## src/rtl/time_ascii_tx.sv

```systemverilog
// Snapshots the BCD 12-hour time on start and streams it as an ASCII frame over valid/ready.
// Define TIME_ASCII_TX_CRLF_EN to append CR LF to each frame (13 bytes instead of 11).
//
// state | meaning
// IDLE  | waiting for start; tx_valid low
// SEND  | presenting snapshot byte idx; advances on tx_valid && tx_ready
module time_ascii_tx (
    input  logic       clk,
    input  logic       reset,
    input  logic       start,
    input  logic [7:0] hh,
    input  logic [7:0] mm,
    input  logic [7:0] ss,
    input  logic       pm,
    output logic [7:0] tx_data,
    output logic       tx_valid,
    input  logic       tx_ready,
    output logic       tx_last,
    output logic       busy,
    output logic       overrun
);

`ifdef TIME_ASCII_TX_CRLF_EN
    localparam logic [3:0] LAST_IDX = 4'd12;
`else
    localparam logic [3:0] LAST_IDX = 4'd10;
`endif

    typedef enum logic {IDLE = 1'b0, SEND = 1'b1} state_t;

    state_t     state, state_n;
    logic [3:0] idx, idx_n;
    logic [7:0] snap_hh, snap_hh_n;
    logic [7:0] snap_mm, snap_mm_n;
    logic [7:0] snap_ss, snap_ss_n;
    logic       snap_pm, snap_pm_n;
    logic [7:0] tx_data_n;
    logic       tx_last_n;
    logic       overrun_n;

    function automatic logic [7:0] digit(input logic [3:0] n);
        return (n <= 4'd9) ? (8'h30 | {4'h0, n}) : 8'h3F;
    endfunction

    function automatic logic [7:0] byte_at(
        input logic [3:0] i,
        input logic [7:0] h,
        input logic [7:0] m,
        input logic [7:0] s,
        input logic       p
    );
        logic [7:0] b;
        b = 8'h00;
        case (i)
            4'd0:  b = (h[7:4] == 4'h0) ? 8'h20 : digit(h[7:4]);
            4'd1:  b = digit(h[3:0]);
            4'd2:  b = 8'h3A;
            4'd3:  b = digit(m[7:4]);
            4'd4:  b = digit(m[3:0]);
            4'd5:  b = 8'h3A;
            4'd6:  b = digit(s[7:4]);
            4'd7:  b = digit(s[3:0]);
            4'd8:  b = 8'h20;
            4'd9:  b = p ? 8'h50 : 8'h41;
            4'd10: b = 8'h4D;
`ifdef TIME_ASCII_TX_CRLF_EN
            4'd11: b = 8'h0D;
            4'd12: b = 8'h0A;
`endif
            default: b = 8'h00;
        endcase
        return b;
    endfunction

    always_ff @(posedge clk) begin
        if (reset) begin
            state   <= IDLE;
            idx     <= 4'd0;
            snap_hh <= 8'h00;
            snap_mm <= 8'h00;
            snap_ss <= 8'h00;
            snap_pm <= 1'b0;
            tx_data <= 8'h00;
            tx_last <= 1'b0;
            overrun <= 1'b0;
        end else begin
            state   <= state_n;
            idx     <= idx_n;
            snap_hh <= snap_hh_n;
            snap_mm <= snap_mm_n;
            snap_ss <= snap_ss_n;
            snap_pm <= snap_pm_n;
            tx_data <= tx_data_n;
            tx_last <= tx_last_n;
            overrun <= overrun_n;
        end
    end

    // tx_data/tx_last are loaded with the byte for the index being entered,
    // so the outputs come straight from flops.
    always_comb begin
        state_n   = state;
        idx_n     = idx;
        snap_hh_n = snap_hh;
        snap_mm_n = snap_mm;
        snap_ss_n = snap_ss;
        snap_pm_n = snap_pm;
        tx_data_n = tx_data;
        tx_last_n = tx_last;
        overrun_n = (state == SEND) && start;

        case (state)
            IDLE: begin
                if (start) begin
                    snap_hh_n = hh;
                    snap_mm_n = mm;
                    snap_ss_n = ss;
                    snap_pm_n = pm;
                    idx_n     = 4'd0;
                    tx_data_n = byte_at(4'd0, hh, mm, ss, pm);
                    tx_last_n = 1'b0;
                    state_n   = SEND;
                end
            end
            SEND: begin
                if (tx_ready) begin
                    if (idx == LAST_IDX) begin
                        idx_n     = 4'd0;
                        tx_data_n = 8'h00;
                        tx_last_n = 1'b0;
                        state_n   = IDLE;
                    end else begin
                        idx_n     = idx + 4'd1;
                        tx_data_n = byte_at(idx + 4'd1, snap_hh, snap_mm, snap_ss, snap_pm);
                        tx_last_n = ((idx + 4'd1) == LAST_IDX);
                    end
                end
            end
            default: state_n = IDLE;
        endcase
    end

    assign tx_valid = (state == SEND);
    assign busy     = (state == SEND);

endmodule

```

## config.mk

```make
export PLATFORM = sky130hd
export DESIGN_NAME = time_ascii_tx
export DESIGN_NICKNAME = d
export VERILOG_FILES = /design/src/rtl/time_ascii_tx.sv
export SDC_FILE = /design/constraint.sdc
export NUM_CORES = 1
export LEC_CHECK = 0
export ABC_CLOCK_PERIOD_IN_PS = 4180
export CAP_MARGIN = 20
export CORE_MARGIN = 8
export CORE_UTILIZATION = 56
export CTS_BUF_LIST = sky130_fd_sc_hd__clkbuf_4 sky130_fd_sc_hd__clkbuf_8 sky130_fd_sc_hd__clkbuf_16
export DETAILED_ROUTE_END_ITERATION = 10
export PLACE_DENSITY_LB_ADDON = 0.08
export SKIP_LAST_GASP = 1
export SLEW_MARGIN = 5
export SYNTH_ARGS = -nofsm -noshare
export SYNTH_HDL_FRONTEND = slang
export SYNTH_SLANG_ARGS = --single-unit
```

## constraint.sdc

```tcl
create_clock -name clk -period 4.18 [get_ports clk]
set_clock_uncertainty 0.2 [all_clocks]
set_input_delay 1.254 -clock clk [delete_from_list [all_inputs] [get_ports clk]]
set_output_delay 1.254 -clock clk [all_outputs]
set_load 0.05 [all_outputs]
```

# Yosys cells after proc, flatten, opt, wreduce, memory -nomap -nowiden
# Index checks and enable logic that the tools add are counted.
# op_classes
n_addsub	1
n_reduce_logical	7
eq_ne	13
n_lt_le_gt_ge	7
mux	27
n_bitwise	1
# ops
operator	count
$pmux W7 S10	1
$mux W4	10
$le A4 B4 Y1 const B	7
$eq A4 B3 Y1 const B	4
$eq A4 B4 Y1 const B	4
$mux W8	2
$pmux W8 S2	1
$mux W5	3
$logic_not A4 Y1	3
$eq A4 B2 Y1 const B	2
$pmux W4 S2	1
$mux W7	1
$mux W1	6
$add A4 B1 Y4 const B	1
$eq A4 B1 Y1 const B	1
$ne A2 B2 Y1 const B	2
$pmux W1 S2	2
$reduce_and A2 Y1	2
$reduce_or A2 Y1	1
$logic_and A1 B1 Y1	1
$not A1 Y1	1
# totals
word_cells	65
reg_bits	40
inputBits	29
output_inout_bits	12

# Logic depth before layout (Yosys ltp)
# Gate-level depths: netlist (run 1).
# depth
word_depth	7
mapped_depth	9
mapped_depth_nobuf	7

# Worst setup path after synthesis (run 1)
# OpenSTA, ideal clock, no wires.
# synth_timing
path_kind	input -> register
start	input port start
end	register tx_data[3]
required_time_ns	3.846
path_slack_ns	1.770
setup_time_ns	0.134
arrival_ns	2.076
cell_stages	5
path_buffers	0
path_cell_list	nand2b_1 o21ai_0 nand2_1 a2111oi_2 a2111oi_2
# synth_via
elab_chain_cells	2
# synth_lines
item	line_no	source
start, declared	10	input logic start,
$ne A2 B2 Y1 (no source line)	n/a	
$reduce_and A2 Y1 (no source line)	n/a	
end signal, assigned	93	tx_data <= tx_data_n;
end, declared	15	output logic [7:0] tx_data,
# Every way passes these cells.
# A chain may end at the register's enable or synchronous reset.

# Worst setup path in the final report (run 1)
# layout_timing
start	register state (netlist: busy)
end	output port tx_valid
# layout_lines
item	line_no	source
start, declared	31	state_t state, state_n;
start signal, assigned	87	state <= state_n;
end, declared	16	output logic tx_valid,
# No word-level cell between the ends.

==> flow_metrics.tcl, run 1 <==
set metrics [dict create \
    cp_slowest_cell "clkdlybuf4s50_1" \
    final_nets 344 \
    worstPathArrival_ns 1.70 \
    grt_max_degree 28 \
    cts_buffer_depth 2 \
    place_inst 351 \
    hp-class "reg2reg" \
    clkSlewWorstSetupHoldPaths_ns 0.08 \
    worst-slew-pin-transition_ns 0.649 \
    async_flop_share_pct 0 \
    avgSynthCellArea_um2 7.65 \
    crit_fanout 12 \
    numPortBuffers 39 \
    critical_path_buf_inv_count 1 \
    final-hold-violation-count 0 \
    r2r-start "idx[0]" \
    vias_per_cell 5.92 \
    clock_latency_ns 0.29 \
    wirelength_um 5610 \
    crit_required_ns 2.73 \
    die_area_mm2 0.00610 \
    syn_to_final_growth_pct 21.7 \
    slew_headroom_pct 56.6 \
    post-route-min-period_ns 3.16 \
    die_h_um 78.1 \
    wl_per_cell_um 15.6 \
    syn-instance-count 282 \
    ctsResizeCount 0 \
    critPathKind "reg2out" \
    cts_tree "done" \
    core_mm2 0.00369 \
    leakage_nw 1.00 \
    post-route-util_pct 71.2 \
    synth_edf_count 0 \
    die_w_um 78.1 \
    yosysSeqAreaShare_pct 36.2 \
    outcome "finished, final reports clean" \
    grt_pass1_vias 1976 \
    overflow 0 \
    tns_ns 0 \
    r2r_slack_ns 1.48 \
    fin_crit_sh_pct 75.5 \
    synth-seq-cells 39 \
    grt_setup_unrepaired "no" \
    layoutNonFillerInstCount 359 \
    io_pins 41 \
    drv_slew 0 \
    drc 0 \
    initial_core_util_pct 58.5 \
    start_kind "register" \
    ant_nets 0 \
    path_cells "clkdlybuf4s50_1" \
    antenna_found_initial 0 \
    hold_depth 2 \
    max_cap_violations 0 \
    h-tree-depth 2 \
    rows 22 \
    gr-usage-all-layers_pct 18.7 \
    firstDrtPassIters 5 \
    finalSetupViolations 0 \
    path_depth 1 \
    synth_warnings 0 \
    synth_cell_types 51 \
    synth_nets 316 \
    slowest_delay_ns 0.88 \
    min_from "snap_mm[4]" \
    crit_family "buffers and inverters" \
    dp_hpwl_um 4060 \
    n_antenna_cell 0 \
    drive_gt1_share_pct 6.11 \
    power_per_cell_area_mw_per_mm2 316 \
    r2r_cells 6 \
    ctsHoldBuffers 0 \
    first_iter_violations 203 \
    cts_sinks 39 \
    cts_buffers 5 \
    synthFlopType "dfxtp_1" \
    syn-cell-area_mm2 0.00216 \
    grt_pass1_wl_um 9500 \
    fmax_mhz 317 \
    end_kind "output port" \
    gp_congestion 0.937 \
    rr_endpoint "tx_data[4]" \
    clockRootBuffer "clkbuf_8" \
    vias 2126 \
    irDropWorstVdd_mv 0.205 \
    fin_hold_ws_ns 0.260 \
    cts_setup_buffers 0 \
    holdPathEnd "snap_mm[4]" \
]
-- cells by family after synthesis --
group / Yosys count / synth area share, %
XOR/XNOR: 3 / 1.91
multiplexers: 2 / 1.16
buffers and inverters: 27 / 5.45
AO/OA/AOI/OAI: 99 / 30.1
flip-flops: 39 / 36.2
other: 1 / 0.174
adder cells (fa/ha/maj): 5 / 2.90
AND/OR/NAND/NOR: 106 / 22.1
-- report_power, final --
group	internal [mW]	leakage (nW)	total (mW)	switching, mW
registers	0.393	0.320	0.413	0.0204
logic	0.0684	0.638	0.159	0.0909
clock network	0.123	0.0446	0.259	0.136
-- metal layers --
metal | track usage, % | wire length (um) | up-vias
met5 | 0 | 0 | -
met4 | 4.26 | 84 | 0
met3 | 5.24 | 367 | 10
met2 | 30.0 | 2600 | 89
met1 | 24.4 | 2550 | 970
li1 | - | - | 1057
-- synth_stat cells (3+ instances only) --
master / number / share of area (%)
and2_1: 3 / 0.87
o21ai_0: 6 / 1.4
a21oi_1: 41 / 9.5
o22ai_1: 3 / 0.87
clkbuf_1: 12 / 2.1
o31ai_1: 3 / 1.0
a22oi_1: 4 / 1.4
a211oi_1: 3 / 1.0
o21a_1: 5 / 1.7
buf_2: 4 / 0.93
ha_1: 5 / 2.9
nor2_1: 17 / 3.0
inv_1: 6 / 1.0
nor4_1: 3 / 0.87
buf_4: 3 / 1.0
nand2_1: 62 / 11
o211ai_1: 5 / 1.7
nand3_1: 3 / 0.70
a31oi_1: 6 / 1.7
nand3b_1: 4 / 1.4
dfxtp_1: 39 / 36
a21o_1: 7 / 2.4
-- area by class of cell --
| cell class | instances | area [um^2] |
|---|---|---|
| Inverter | 6 | 22.5 |
| Multi-Input combinational cell | 216 | 1260 |
| Clock buffer | 6 | 76.3 |
| Sequential cell | 39 | 781 |
| Timing Repair Buffer | 42 | 413 |
| Fill cell | 317 | 1060 |
| Tap cell | 48 | 60.1 |
| Clock inverter | 2 | 12.5 |
-- placed cells by master, fill, tap and decap left out, drive strengths merged, types with 4 or more instances in the layout --
cell and instances:
a2111oi 4, a211oi 4, a21o 7, a21oi 41, a22oi 4, a31oi 6, clkbuf 6, clkdlybuf4s50 39
dfxtp 39, ha 5, inv 6, nand2 62, nand3b 4, nor2 17, o211ai 5, o21a 5
o21ai 6
-- metrics by stage --
step                area, um^2  setup slack [ns]  power [mW]
detailed placement        2540              1.00       0.579
floorplan                 2160              1.77       0.517
global route              2630             0.919       0.871
finish                    2630              1.02       0.831
CTS                       2630              1.02       0.832
global placement          2540             0.956       0.576
-- worst max path at each step --
stage                     start    endpoint
final                      busy    tx_valid
after global routing       busy        busy
after CTS                  busy    tx_valid
after detailed placement  start  tx_data[0]
after global placement    start  tx_data[0]
after floorplan           start  tx_data[3]
-- registers in the layout (all words and copies together), names as in the netlist --
register,count
busy,1
idx,4
overrun,1
snap_hh,8
snap_mm,8
snap_pm,1
snap_ss,8
tx_data,7
tx_last,1
(Power assumes the default switching activity.)
==> run 2: changes to the inputs <==
--- a/config.mk
+++ b/config.mk
@@ -5,10 +5,10 @@
 export SDC_FILE = /design/constraint.sdc
 export NUM_CORES = 1
 export LEC_CHECK = 0
-export ABC_CLOCK_PERIOD_IN_PS = 4180
+export ABC_CLOCK_PERIOD_IN_PS = 3160
 export CAP_MARGIN = 20
 export CORE_MARGIN = 8
-export CORE_UTILIZATION = 56
+export CORE_UTILIZATION = 52
 export CTS_BUF_LIST = sky130_fd_sc_hd__clkbuf_4 sky130_fd_sc_hd__clkbuf_8 sky130_fd_sc_hd__clkbuf_16
 export DETAILED_ROUTE_END_ITERATION = 10
 export PLACE_DENSITY_LB_ADDON = 0.08
==> constraint.sdc (replaced) <==
create_clock -name clk -period 3.16 [get_ports clk]
set_clock_uncertainty 0.2 [all_clocks]
set_input_delay 0.948 -clock clk [delete_from_list [all_inputs] [get_ports clk]]
set_output_delay 0.948 -clock clk [all_outputs]
set_load 0.05 [all_outputs]
==> run 2 against run 1 <==
Global-route usage down 0.51 points. Worst setup slack got worse by 0.70 ns. Total power is 44% higher. Clock power grew 69%. Non-clock buffer count increased by 2. Cell area rose by 1.8%. Routed wire length increased by 0.12%. Critical path type unchanged. Flip-flop and latch count unchanged. Largest cell class unchanged.
==> flow_metrics.tcl, run 2 (synthesized netlist as in run 1, its figures left out) <==
set metrics [dict create \
    mostFrequentLayoutCells "nand2_1, a21oi_1, dfxtp_1, clkdlybuf4s50_1, nor2_1" \
    critPathKind "reg2out" \
    clock_latency_ns 0.30 \
    final_common_cell "nand2_1" \
    ant_nets 0 \
    leakage_nw 1.03 \
    ctsResizeCount 0 \
    wl_per_cell_um 15.5 \
    rows 23 \
    worstPathArrival_ns 1.69 \
    fin_crit_sh_pct 89.8 \
    drv_slew 0 \
    gr-usage-all-layers_pct 18.2 \
    hp-class "reg2reg" \
    core_mm2 0.00400 \
    crit_family "buffers and inverters" \
    clkSlewWorstSetupHoldPaths_ns 0.08 \
    cts_setup_buffers 0 \
    post-route-min-period_ns 2.84 \
    die_h_um 80.4 \
    n_antenna_cell 0 \
    irDropWorstVdd_mv 0.352 \
    die_w_um 80.4 \
    grt_setup_unrepaired "no" \
    final_nets 346 \
    dp_hpwl_um 4160 \
    vias_per_cell 5.77 \
    worst-slew-pin-transition_ns 0.529 \
    fin_hold_ws_ns 0.252 \
    path_cells "clkdlybuf4s50_1" \
    slowest_delay_ns 0.88 \
    cts_buffer_depth 2 \
    cp_slowest_cell "clkdlybuf4s50_1" \
    grt_pass1_wl_um 9390 \
    cts_tree "done" \
    crit_required_ns 2.01 \
    gp_congestion 0.953 \
    crit_fanout 12 \
    initial_core_util_pct 54.0 \
    firstDrtPassIters 4 \
    cts_buffers 5 \
    cts_sinks 39 \
    wirelength_um 5610 \
    drive_gt1_share_pct 6.71 \
    max_cap_violations 0 \
    fin_area_mm2 0.00267 \
    post-route-util_pct 66.8 \
    first_iter_violations 184 \
    reg_top3 "snap_hh (8), snap_mm (8), snap_ss (8)" \
    finalSetupViolations 0 \
    power_per_cell_area_mw_per_mm2 446 \
    grt_pass1_vias 1915 \
    syn_to_final_growth_pct 23.9 \
    clockRootBuffer "clkbuf_8" \
    fmax_mhz 352 \
    final-hold-violation-count 0 \
    numPortBuffers 39 \
    antenna_found_initial 0 \
    drc 0 \
    ctsHoldBuffers 0 \
    io_pins 41 \
    grt_max_degree 27 \
    tns_ns 0 \
    overflow 0 \
    critical_path_buf_inv_count 1 \
    h-tree-depth 2 \
    vias 2095 \
    slew_headroom_pct 63.8 \
    die_area_mm2 0.00647 \
    start_kind "register" \
    postPlaceCellArea_mm2 0.00256 \
    outcome "finished, final reports clean" \
    end_kind "output port" \
]
run 2: final cells by class:
| cell class | instances | area (um^2) |
|---|---|---|
| Timing Repair Buffer | 44 | 428 |
| Sequential cell | 39 | 781 |
| Inverter | 6 | 22.5 |
| Fill cell | 387 | 1330 |
| Clock buffer | 6 | 82.6 |
| Clock inverter | 2 | 35.0 |
| Multi-Input combinational cell | 216 | 1260 |
| Tap cell | 50 | 62.6 |
run 2: per-stage QoR:
step | cells | setup slack (ns) | power (mW)
2_1_floorplan | 282 | 0.954 | 0.684
3_3_place_gp | 355 | 0.410 | 0.764
3_5_place_dp | 355 | 0.365 | 0.768
4_1_cts | 363 | 0.303 | 1.20
5_1_grt | 363 | 0.240 | 1.24
6_report | 363 | 0.321 | 1.19
run 2: path summary, 6_finish.rpt:
kind,cells after the start,slack (ns),start,end
max reg2reg,6,0.79,idx[0],tx_data[3]
min reg2reg,2,0.25,tx_data[6],tx_data[6]
min,2,0.25,tx_data[6],tx_data[6]
max,1,0.32,busy,tx_valid
run 2: layer usage:
metal | up-vias | share of wire (%) | track usage [%]
li1 | 1061 | - | -
met1 | 965 | 46 | 25.1
met2 | 60 | 45 | 26.1
met3 | 9 | 6.3 | 3.57
met4 | 0 | 2.3 | 8.91
met5 | - | 0 | 0
run 2: where the power goes:
part           switching, mW  internal, mW  total, mW
Clock                  0.181         0.256      0.437
Combinational          0.120        0.0912      0.211
Sequential            0.0267         0.519      0.546
Total                  0.328         0.866       1.19
